===== src/rtl/ifetch_ctrl.sv =====
// Instruction-fetch controller: owns the fetch PC, captures instruction words into an
// in-order queue for decode, and handles branch redirects and misaligned-target halts.
module ifetch_ctrl #(
    parameter logic [31:0] RESET_PC = 32'h0000_0000,
    parameter int          DEPTH    = 4
) (
    input  logic        clk,
    input  logic        rst_n,
    input  logic        fetch_en,
    output logic [31:0] imem_addr,
    input  logic [31:0] imem_rdata,
    input  logic        redirect_valid,
    input  logic [31:0] redirect_pc,
    output logic        out_valid,
    output logic [31:0] out_instr,
    output logic [31:0] out_pc,
    input  logic        out_ready,
    output logic        misalign_err
);

    localparam int          AW   = $clog2(DEPTH);
    localparam logic [AW:0] FULL = (AW + 1)'(DEPTH);

    typedef enum logic [1:0] {IDLE, FETCH, HALT} state_t;

    state_t        state_q, state_d;
    logic [31:0]   fetch_pc_q, fetch_pc_d;
    logic [AW:0]   count_q, count_d;
    logic [AW-1:0] rd_ptr_q, rd_ptr_d;
    logic [AW-1:0] wr_ptr_q, wr_ptr_d;
    logic          err_q, err_d;
    logic [31:0]   pc_mem_q    [DEPTH];
    logic [31:0]   instr_mem_q [DEPTH];

    logic push;
    logic pop;
    logic redir;
    logic misal;

    always_comb begin
        pop   = (count_q != '0) && out_ready;
        // A full queue still accepts a new word when the head leaves in the same cycle.
        push  = (state_q == FETCH) && fetch_en && !redirect_valid && ((count_q < FULL) || pop);
        redir = redirect_valid && (state_q != HALT);
        misal = redir && (redirect_pc[1:0] != 2'b00);

        state_d    = state_q;
        fetch_pc_d = fetch_pc_q;
        rd_ptr_d   = rd_ptr_q;
        wr_ptr_d   = wr_ptr_q;
        err_d      = err_q;

        case (state_q)
            IDLE:    if (fetch_en)  state_d = FETCH;
            FETCH:   if (!fetch_en) state_d = IDLE;
            default: state_d = HALT;
        endcase

        if (push) begin
            wr_ptr_d   = wr_ptr_q + 1'b1;
            fetch_pc_d = fetch_pc_q + 32'd4;
        end
        if (pop) rd_ptr_d = rd_ptr_q + 1'b1;
        count_d = count_q + (AW + 1)'(push) - (AW + 1)'(pop);

        // Redirect discards everything queued, including any same-cycle handshake.
        if (redir) begin
            count_d    = '0;
            rd_ptr_d   = '0;
            wr_ptr_d   = '0;
            fetch_pc_d = {redirect_pc[31:2], 2'b00};
            if (misal) begin
                state_d = HALT;
                err_d   = 1'b1;
            end
        end
    end

    always_ff @(posedge clk or negedge rst_n) begin
        if (!rst_n) begin
            state_q    <= IDLE;
            fetch_pc_q <= RESET_PC;
            count_q    <= '0;
            rd_ptr_q   <= '0;
            wr_ptr_q   <= '0;
            err_q      <= 1'b0;
            for (int i = 0; i < DEPTH; i++) begin
                pc_mem_q[i]    <= '0;
                instr_mem_q[i] <= '0;
            end
        end else begin
            state_q    <= state_d;
            fetch_pc_q <= fetch_pc_d;
            count_q    <= count_d;
            rd_ptr_q   <= rd_ptr_d;
            wr_ptr_q   <= wr_ptr_d;
            err_q      <= err_d;
            if (push) begin
                pc_mem_q[wr_ptr_q]    <= fetch_pc_q;
                instr_mem_q[wr_ptr_q] <= imem_rdata;
            end
        end
    end

    assign imem_addr    = fetch_pc_q;
    assign out_valid    = (count_q != '0);
    assign out_pc       = pc_mem_q[rd_ptr_q];
    assign out_instr    = instr_mem_q[rd_ptr_q];
    assign misalign_err = err_q;

endmodule

===== config.mk =====
export PLATFORM = sky130hd
export DESIGN_NAME = ifetch_ctrl
export DESIGN_NICKNAME = d
export VERILOG_FILES = /design/src/rtl/ifetch_ctrl.sv
export SDC_FILE = /design/constraint.sdc
export NUM_CORES = 1
export LEC_CHECK = 0
export CELL_PAD_IN_SITES_DETAIL_PLACEMENT = 0
export CELL_PAD_IN_SITES_GLOBAL_PLACEMENT = 1
export CORE_MARGIN = 2
export CORE_UTILIZATION = 46
export CTS_CLUSTER_DIAMETER = 150
export DETAILED_ROUTE_END_ITERATION = 16
export GPL_ROUTABILITY_DRIVEN = 0
export PLACE_DENSITY = 0.82
export SETUP_SLACK_MARGIN = 0.3
export SKIP_LAST_GASP = 1
export SLEW_MARGIN = 10
export SYNTH_ARGS = -nofsm -noshare
export SYNTH_HDL_FRONTEND = slang
export SYNTH_SLANG_ARGS = --single-unit
export TNS_END_PERCENT = 1

===== constraint.sdc =====
create_clock -name clk -period 3.2 [get_ports clk]
set_clock_uncertainty 0.1 [all_clocks]
set_input_delay 0.48 -clock clk [delete_from_list [all_inputs] [get_ports clk]]
set_output_delay 0.48 -clock clk [all_outputs]
set_load 0.02 [all_outputs]

Yosys cells after proc, flatten, opt, wreduce, memory -nomap -nowiden
Index checks and enable logic that the tools add are counted.
- input bits: 69
- word-level logic and storage cells: 64
- register bits after elaboration: 298
- output and inout port bits: 98
- order comparisons: 4
- reduce and logical (&&, ||, !) cells: 15
- bitwise operators: 2
- muxes and demuxes: 22
- add/subtract/negate cells: 5
- eq/ne operators: 2
- operators with widths (operator ; count):
    $bwmux W128 ; 2
    $mux W32 ; 7
    $bmux W32 S2 ; 2
    $demux W32 S2 ; 1
    $add A32 B3 Y32 const B ; 1
    $mux W2 ; 8
    $logic_and A1 B1 Y1 ; 7
    $ge A3 B3 Y1 const B ; 2
    $not A2 Y3 ; 2
    $reduce_bool A2 Y1 ; 3
    $add A2 B1 Y2 const B ; 2
    $pmux W2 S2 ; 1
    $add A3 B1 Y3 ; 1
    $lt A3 B1 Y1 const B ; 1
    $lt A3 B3 Y1 const B ; 1
    $mux W3 ; 1
    $reduce_bool A3 Y1 ; 1
    $sub A3 B1 Y3 ; 1
    $eq A2 B1 Y1 const B ; 1
    $logic_not A2 Y1 ; 1
    $ne A2 B2 Y1 const B ; 1
    $reduce_and A2 Y1 ; 1
    $logic_not A1 Y1 ; 1
    $logic_or A1 B1 Y1 ; 1

Logic depth before layout (Yosys ltp)
Gate-level depths: netlist of run 1.
- word-level depth: 7
- mapped depth: 12
- depth with buffers taken out: 11

Worst setup path before layout of run 1
OpenSTA, ideal clock, no wires.
- path kind: in2reg
- start point: in redirect_valid
- end point: reg count_q[2]
- path buffers: 1
- data arrival time: 2.331 ns
- slack: 0.637 ns
- cell stages on the path: 12
- library setup time: 0.132 ns
- required time: 2.968 ns
- path through: nand4bb_4 -> nor2_1 -> buf_4 -> inv_1 -> ha_1 -> inv_1 -> ha_1 -> inv_1 -> fa_1 -> xor2_1 -> xnor2_1 -> nor2_1
- cells in the longest elaborated chain, start to end: 6
- elaborated cells on any way between the ends: 7
- those cells by class: add/sub: 2; mux: 1; reduce/logical: 4
- ends and longest elaborated chain (item ; RTL line ; RTL):
    start: declaration ; 12 ; input logic redirect_valid,
    $logic_not A1 Y1 ; 43 ; push = (state_q == FETCH) && fetch_en && !redirect_valid && ((count_q < FULL) || pop);
    $logic_and A1 B1 Y1 (2 in a row) ; 43 ;
    $add A3 B1 Y3 ; 64 ; count_d = count_q + (AW + 1)'(push) - (AW + 1)'(pop);
    $sub A3 B1 Y3 ; 64 ;
    $mux W3 * ; 67 ; if (redir) begin
    net count_d[2] ; 28 ; logic [AW:0] count_q, count_d;
    end signal: assignment ; 94 ; count_q <= count_d;
    end: declaration ; 28 ;
The timed path passes the listed nets; every way through them passes the cells marked *.
A chain may end at the register's enable or synchronous reset.

Worst setup path in the final report of run 1
- start point: reg rd_ptr_q[0]
- end point: out out_instr[4]
- cells in the longest elaborated chain, start to end: 4
- ends and longest elaborated chain (item ; RTL line ; RTL):
    start: declaration ; 29 ; logic [AW-1:0] rd_ptr_q, rd_ptr_d;
    start signal: assignment ; 95 ; rd_ptr_q <= rd_ptr_d;
    $not A2 Y3 (implied by the code) ; 108 ; assign out_instr = instr_mem_q[rd_ptr_q];
    $bmux W32 S2 ; 108 ;
    $mux W32 (implied by the code) (2 in a row) ; 108 ;
    end: declaration ; 15 ; output logic [31:0] out_instr,
Every way passes these cells. The select of a mux whose other input is x is not followed.

==> results.json, run 1 <==
{
  "fill_cells": 2238,
  "min_path_cells": 1,
  "startpoint_type": "flop",
  "ys_seq_area_frac": 0.555,
  "drv_slew": 0,
  "arrival_ns": 2.49,
  "cts_root_buffer": "clkbuf_16",
  "slowest_stage": "clkdlybuf4s50_1",
  "p_leak_nw": 7.64,
  "yosys_warnings": 0,
  "first_global_vias": 8043,
  "path_clk_slew_ns": 0.06,
  "first_iter_violations": 367,
  "clockBufferDepth": 3,
  "synth_edf_count": 0,
  "cts_tree": "done",
  "crit_fanout": 20,
  "grt.overflow.total": 0,
  "io_buffers": 162,
  "maxCapViolCount": 0,
  "synth_top_area_cell": "dfrtp_1",
  "drt_wl_total_um": 27800,
  "final_cells": 1439,
  "die_w_um": 172,
  "ys.flop_type": "dfrtp_1",
  "rsz0062_at_grt": "yes",
  "path_class": "reg2out",
  "cpPeakStageDelay_ns": 0.55,
  "wl_per_cell_um": 19.3,
  "required_ns": 2.62,
  "core_um2": 27800,
  "track_usage": 0.192,
  "p_clk_frac": 0.385,
  "setup-violations-final": 0,
  "r2r_cells": 10,
  "drive_gt1_frac": 0.369,
  "dpl_cell_area_um2": 15100,
  "final.setup.tns_ns": 0,
  "num_rows": 61,
  "async_flop_share": 1.00,
  "dpl.hpwl_um": 17600,
  "fin_crit_ns": 3.07,
  "dieArea_um2": 29600,
  "tightest_slew_ns": 0.908,
  "power.share.switching": 0.272,
  "synth_top_cell_area_share": 0.555,
  "synth_area_um2": 13000,
  "synth_seq_cells": 288,
  "grt_pass1_wl_um": 44300,
  "power_mw": 9.31,
  "pwr-share-comb": 0.180,
  "synthCells": 878,
  "ir_worst_vdd_mv": 0.372,
  "viasPerCell": 5.35,
  "holdPathEnd": "misalign_err",
  "end_kind": "output port",
  "min_period_over_period": 0.958,
  "hold_viol": 0,
  "worstHoldStart": "misalign_err",
  "htreeDepth": 1,
  "p_switching_mw": 2.53,
  "numCtsBuffers": 31,
  "fmax_ghz": 0.326,
  "final_area_um2": 16200,
  "ys_types": 45,
  "grt_max_degree": 95,
  "layout.nets": 1115,
  "insertion_delay_ns": 0.55,
  "yosysMostFrequentCell": "dfrtp_1",
  "drc": 0,
  "rrSetupSlack_ns": 0.67,
  "r2r-start": "count_q[1]",
  "initial_core_util": 0.467,
  "pwr_density_cell_nw_per_um2": 574,
  "antenna_cells": 0,
  "synth_area_leaders": "dfrtp_1 56%, mux2_2 20%, mux4_2 11%, nand2_1 1.8%, xnor2_1 1.5%",
  "worstPathCellList": "bufbuf_16, mux4_2, clkdlybuf4s50_1",
  "dieHeight_um": 172,
  "route.antenna.remaining_nets": 0,
  "ys_top_cells_by_count": "288 x dfrtp_1, 232 x mux2_2, 62 x mux4_2, 61 x nand2_1, 36 x o21ai_0",
  "dp.cells": 1381,
  "ios": 167,
  "fin_ws_ns": 0.133,
  "place_ws_ns": 0.214,
  "max_slew_margin": 0.388,
  "worst_hold_path_type": "reg2reg",
  "area_delta_synth_final_pct": 25.0,
  "p_seq_frac": 0.435,
  "grt_antenna_before_repair": 0,
  "firstDrtPassIters": 4,
  "p_int_mw": 6.78,
  "dr_total_vias": 7694,
  "r2r-end": "count_q[2]",
  "outcome": "complete, no violations",
  "cts.sinks": 288,
  "avgSynthCellArea_um2": 14.8
}
==> metal layers <==
layer | track usage | share of wire
met1 | 0.274 | 0.46
met2 | 0.306 | 0.46
met3 | 0.0359 | 0.057
met4 | 0.0449 | 0.021
met5 | 0 | 0
==> layout by cell type, fill, tap and decap left out, types with 2 or more instances in the layout <==
cell type        count
a21oi_1              2
and2_1               4
and3_1               5
and4_1               2
buf_12              12
buf_4               11
bufinv_16            2
clkbuf_1             5
clkbuf_16           31
clkbuf_8            10
clkdlybuf4s50_1    159
clkinv_2             6
conb_1               4
dfrtp_1            286
dfrtp_4              2
ha_1                 7
inv_1               12
mux2_2             232
mux4_2              62
nand2_1             58
nand2_4              4
nand3_1              9
nand4_1              3
nor2_1              12
nor3_1               4
nor4_1               7
nor4_2               3
nor4_4               3
o21ai_0             36
o21ai_1              9
or3_1                2
xnor2_1             22
xor2_1              12
==> registers in the layout, indices dropped and copies added, names as in the netlist <==
register      count
count_q           3
misalign_err      1
instr_mem_q     128
imem_addr        30
state_q           2
pc_mem_q        120
rd_ptr_q          2
wr_ptr_q          2
==> power by group through the flow <==
stage	logic [mW]	clock network, mW	registers, mW
after floorplan	0.963	0	4.06
after global routing	1.82	3.82	4.09
after CTS	1.72	3.67	4.06
final	1.68	3.58	4.06
after global placement	1.64	0	4.12
after detailed placement	1.65	0	4.11
==> area by class of cell <==
| cell class | count | area [µm²] | share of cell area |
|---|---|---|---|
| flip-flops and latches | 288 | 7210 | 0.444 |
| multi-input cells | 517 | 5440 | 0.335 |
| repair buffers | 188 | 2020 | 0.124 |
| clock buffers | 46 | 932 | 0.0574 |
| well taps | 378 | 473 | 0.0291 |
| clock inverters | 10 | 106 | 0.00655 |
| inverters | 12 | 45.0 | 0.00277 |
==> worst max-delay path by stage <==
| stage | start | to | depth (start not counted) |
|---|---|---|---|
| after floorplan | redirect_valid | count_q[2] | 12 |
| after global placement | redirect_valid | count_q[2] | 12 |
| after detailed placement | redirect_valid | count_q[2] | 12 |
| after CTS | rd_ptr_q[0] | out_pc[9] | 3 |
| after global routing | rd_ptr_q[0] | out_instr[7] | 3 |
| final | rd_ptr_q[0] | out_instr[4] | 3 |
==> critical path: cells and delay by family (launching register included) <==
kind | cells | cell delay, ns
buf+inv | 2 | 0.92
mux | 1 | 0.53
flops | 1 | 0.48
==> logic make-up (layout without fill, tap and decap cells) <==
kind of cell	Yosys count	count (layout)	synth area share
buffers and inverters	76	256	0.0290
multiplexers	294	294	0.309
adder cells (fa/ha/maj)	8	8	0.00829
XOR/XNOR	34	34	0.0229
AND/OR/NAND/NOR	126	126	0.0553
flip-flops	288	288	0.555
AO/OA/AOI/OAI	51	51	0.0204
other	1	4	0.000289
==> metrics by stage <==
stage | hold WS, ns | utilization
floorplan | 0.0844 | -
global placement | 0.347 | 0.545
detailed placement | 0.346 | 0.545
CTS | 0.344 | 0.584
global route | 0.365 | 0.584
finish | 0.359 | 0.584
==> what timing repair did <==
action,4_1_cts,5_1_grt
endpoints found under the hold margin,88,0
hold buffers,1,0
gates resized for setup,2,1
buffers inserted,0,0
pin swaps,0,0
endpoints found under the setup margin,62,62
gates cloned,1,0
No activity file was read; power rests on OpenSTA's default activity.
==> inputs of run 2 (changes only) <==
CELL_PAD_IN_SITES_DETAIL_PLACEMENT = 1   (was 0)
==> run 2 against run 1 <==
Compared with the run above: worst setup slack improved by 0.038 ns; power rose by 1.4%; final area barely moved; first-iteration DRC count fell by 0.54%; core utilization barely moved; hold slack improved by 0.022 ns; critical path depth did not move; non-clock buffer count rose by 1; sequential share of layout area barely moved.
==> results.json, run 2 (synthesis gave the netlist of run 1 again) <==
{
  "layout.nets": 1116,
  "final.setup.tns_ns": 0,
  "area_delta_synth_final_pct": 25.1,
  "drv_slew": 0,
  "p_leak_nw": 7.64,
  "hold_viol": 0,
  "grt_max_degree": 95,
  "place_ws_ns": 0.185,
  "core_um2": 27800,
  "drc": 0,
  "route.antenna.remaining_nets": 0,
  "power.share.switching": 0.277,
  "first_global_vias": 8919,
  "firstDrtPassIters": 4,
  "numCtsBuffers": 31,
  "cts_tree": "done",
  "crit_fanout": 23,
  "dieHeight_um": 172,
  "maxCapViolCount": 0,
  "critPathTopFamily": "buffers and inverters",
  "fin_ws_ns": 0.171,
  "first_iter_violations": 365,
  "p_seq_frac": 0.427,
  "p_switching_mw": 2.61,
  "ir_worst_vdd_mv": 0.307,
  "dr_total_vias": 7898,
  "largest_reg_flops": 128,
  "worst_hold_path_type": "reg2reg",
  "rsz0062_at_grt": "yes",
  "wl_per_cell_um": 21.8,
  "grt_antenna_before_repair": 2,
  "cpPeakStageDelay_ns": 0.61,
  "pwr-share-comb": 0.188,
  "arrival_ns": 2.45,
  "initial_core_util": 0.467,
  "num_rows": 61,
  "path_class": "reg2out",
  "track_usage": 0.219,
  "dpl.hpwl_um": 20100,
  "startpoint_type": "flop",
  "min_period_over_period": 0.947,
  "ios": 167,
  "max_slew_margin": 0.434,
  "required_ns": 2.62,
  "drt_wl_total_um": 31500,
  "cts_root_buffer": "clkbuf_16",
  "dieArea_um2": 29600,
  "setup-violations-final": 0,
  "outcome": "complete, no violations",
  "fmax_ghz": 0.330,
  "drive_gt1_frac": 0.368,
  "cp.buffers_inverters": 2,
  "grt.overflow.total": 0,
  "p_int_mw": 6.84,
  "hold_ws_ns": 0.381,
  "insertion_delay_ns": 0.55,
  "end_kind": "output port",
  "regMostFlops": "instr_mem_q",
  "cts.sinks": 288,
  "p_clk_frac": 0.385,
  "clockBufferDepth": 3,
  "rrSetupSlack_ns": 0.57,
  "slowest_stage": "clkdlybuf4s50_1",
  "worstPathCellList": "buf_16, mux4_2, clkdlybuf4s50_1",
  "io_buffers": 162,
  "final_area_um2": 16200,
  "fin_crit_ns": 3.03,
  "pwr_density_cell_nw_per_um2": 582,
  "htreeDepth": 1,
  "grt_pass1_wl_um": 49900,
  "tightest_slew_ns": 0.839,
  "path_clk_slew_ns": 0.06,
  "power_mw": 9.45,
  "dpl_cell_area_um2": 15100,
  "final_cell_mix": "286 x dfrtp_1, 232 x mux2_2, 159 x clkdlybuf4s50_1, 62 x mux4_2, 58 x nand2_1",
  "final_common_cell": "dfrtp_1",
  "viasPerCell": 5.48,
  "die_w_um": 172
}
## run 2: cell count changes in the layout (fill, tap and decap cells not counted), moves of 2 or more
| cell | change |
|---|---|
| diode_2 | +2 |
| bufinv_16 | +2 |
| clkbuf_1 | +2 |
| clkbuf_8 | -5 |
| buf_16 | +2 |
## run 2: area by class of cell
cell class	instances	area [µm²]
fillers	2659	11500
repair buffers	189	2030
clock buffers	43	871
inverters	12	45.0
multi-input cells	517	5440
well taps	378	473
flip-flops and latches	288	7210
clock inverters	12	166
diodes	2	5.00
## run 2: what timing repair did
action                                  in CTS  in global routing
hold buffers                                 1                  0
endpoints found under the setup margin      62                 62
gates cloned                                 1                  0
resized for setup                            4                  1
buffers inserted                             0                  1
hold endpoints to repair                    88                  0
## run 2: path summary, 6_finish.rpt
check	endpoint	from	cells after the start
max	out_pc[15]	rd_ptr_q[0]	3
min	misalign_err	misalign_err	1
max reg2reg	count_q[2]	count_q[1]	10
min reg2reg	misalign_err	misalign_err	1
max in group asynchronous	rd_ptr_q[1]	rst_n	3
min in group asynchronous	instr_mem_q[119]	rst_n	2
## run 2: stage by stage
step	utilization	std cells
after floorplan	-	881
after global placement	0.545	1381
after detailed placement	0.545	1381
after CTS	0.584	1438
after global routing	0.585	1440
final	0.585	1441
## run 2: power groups by stage
stage / logic, mW / clock network, mW / registers, mW
floorplan: 0.963 / 0 / 4.06
global placement: 1.64 / 0 / 4.12
detailed placement: 1.68 / 0 / 4.12
CTS: 1.77 / 3.73 / 4.08
global route: 1.92 / 3.88 / 4.06
finish: 1.77 / 3.64 / 4.03
## run 2: metal layers
metal	up-vias	share of wire	GRT usage	routed length, µm
li1	3498	-	-	-
met1	4198	0.43	0.282	13500
met2	172	0.51	0.391	16100
met3	30	0.047	0.0407	1490
met4	0	0.013	0.0417	417
met5	-	0	0	0
==> inputs of run 3 (changes only) <==
CORE_ASPECT_RATIO = 1.2   (was default)
SKIP_CTS_REPAIR_TIMING = 1   (was default)
==> run 3 against run 2 <==
Compared with the run above: sequential cell count unchanged; first-iteration DRC count is 1.9% higher; hold slack worse by 0.022 ns; worst setup slack improved by 0.012 ns; cell count down 0.28%; sequential power grew 1%.
==> results.json, run 3 (synthesis gave the netlist of run 1 again) <==
{
  "outcome": "complete, no violations",
  "cts_root_buffer": "clkbuf_16",
  "pwr-share-comb": 0.185,
  "path_class": "reg2out",
  "area_delta_synth_final_pct": 24.1,
  "worstHoldStart": "misalign_err",
  "dpl_cell_area_um2": 15100,
  "initial_core_util": 0.467,
  "cts_tree": "done",
  "regMostFlops": "instr_mem_q",
  "maxCapViolCount": 0,
  "dieHeight_um": 188,
  "drv_slew": 0,
  "path_clk_slew_ns": 0.06,
  "p_int_mw": 6.55,
  "worst_hold_path_type": "reg2reg",
  "largest_reg_flops": 128,
  "fin_crit_ns": 3.02,
  "grt.overflow.total": 0,
  "drt_wl_total_um": 31800,
  "dieArea_um2": 29600,
  "track_usage": 0.221,
  "route.antenna.remaining_nets": 0,
  "first_iter_violations": 372,
  "numCtsBuffers": 29,
  "fmax_ghz": 0.331,
  "ir_worst_vdd_mv": 0.381,
  "place_ws_ns": 0.184,
  "clockBufferDepth": 3,
  "required_ns": 2.62,
  "power_mw": 9.11,
  "setup-violations-final": 0,
  "p_seq_frac": 0.447,
  "first_global_vias": 9085,
  "layout.nets": 1113,
  "crit_fanout": 37,
  "die_w_um": 157,
  "wl_per_cell_um": 22.2,
  "io_buffers": 162,
  "num_rows": 67,
  "p_switching_mw": 2.56,
  "pwr_density_cell_nw_per_um2": 565,
  "final.setup.tns_ns": 0,
  "max_slew_margin": 0.407,
  "grt_max_degree": 86,
  "firstDrtPassIters": 4,
  "hold_viol": 0,
  "min_period_over_period": 0.943,
  "final_common_cell": "dfrtp_1",
  "startpoint_type": "flop",
  "rsz0062_at_grt": "yes",
  "dr_total_vias": 7928,
  "ios": 167,
  "drive_gt1_frac": 0.366,
  "r2r-start": "count_q[1]",
  "grt_pass1_wl_um": 51100,
  "final_cell_mix": "286 x dfrtp_1, 232 x mux2_2, 160 x clkdlybuf4s50_1, 62 x mux4_2, 58 x nand2_1",
  "tightest_slew_ns": 0.880,
  "drc": 0,
  "end_kind": "output port",
  "p_leak_nw": 7.57,
  "viasPerCell": 5.52,
  "startpoint": "rd_ptr_q[1]",
  "insertion_delay_ns": 0.54,
  "cts.sinks": 288,
  "p_clk_frac": 0.367,
  "core_um2": 27800,
  "grt_antenna_before_repair": 0,
  "antenna_cells": 0,
  "fin_ws_ns": 0.183,
  "dpl.hpwl_um": 20200,
  "power.share.switching": 0.281,
  "htreeDepth": 1,
  "final_area_um2": 16100,
  "arrival_ns": 2.44
}
run 3: area by class of cell:
type	instances	area, µm²
Sequential cell	288	7210
Tap cell	379	474
Clock buffer	45	876
Timing Repair Buffer	188	2000
Inverter	12	45.0
Clock inverter	8	65.1
Multi-Input combinational cell	517	5440
Fill cell	2673	11700
run 3: routing by layer:
metal | share of wire | vias to the layer above | GRT usage
met5 | 0 | - | 0
met4 | 0.021 | 0 | 0.0514
met3 | 0.038 | 42 | 0.0321
met2 | 0.52 | 168 | 0.394
met1 | 0.42 | 4225 | 0.286
li1 | - | 3493 | -
run 3: critical path, cell delays in order, from the launching register on:
cell,delay [ns]
dfrtp_4,0.62
buf_12,0.31
mux4_2,0.39
clkdlybuf4s50_1,0.56
run 3: worst paths after layout:
check	endpoint	slack (ns)	cells past startpoint
max reg2reg	count_q[2]	0.60	10
max	out_pc[12]	0.18	3
min in group asynchronous	pc_mem_q[23]	0.40	2
max in group asynchronous	rd_ptr_q[0]	1.67	3
min reg2reg	misalign_err	0.36	1
min	misalign_err	0.36	1
run 3: per-stage QoR:
step	hold slack [ns]	instances	utilization
2_1_floorplan	0.0844	881	-
3_3_place_gp	0.340	1382	0.544
3_5_place_dp	0.348	1382	0.544
4_1_cts	-0.156	1435	0.578
5_1_grt	0.383	1437	0.579
6_report	0.359	1437	0.579
run 3: power by group through the flow:
stage               logic (mW)  clock network [mW]  registers (mW)
CTS                       1.69                3.45            4.07
floorplan                0.963                   0            4.06
finish                    1.69                3.34            4.07
detailed placement        1.68                   0            4.13
global route              1.83                3.58            4.10
global placement          1.65                   0            4.12
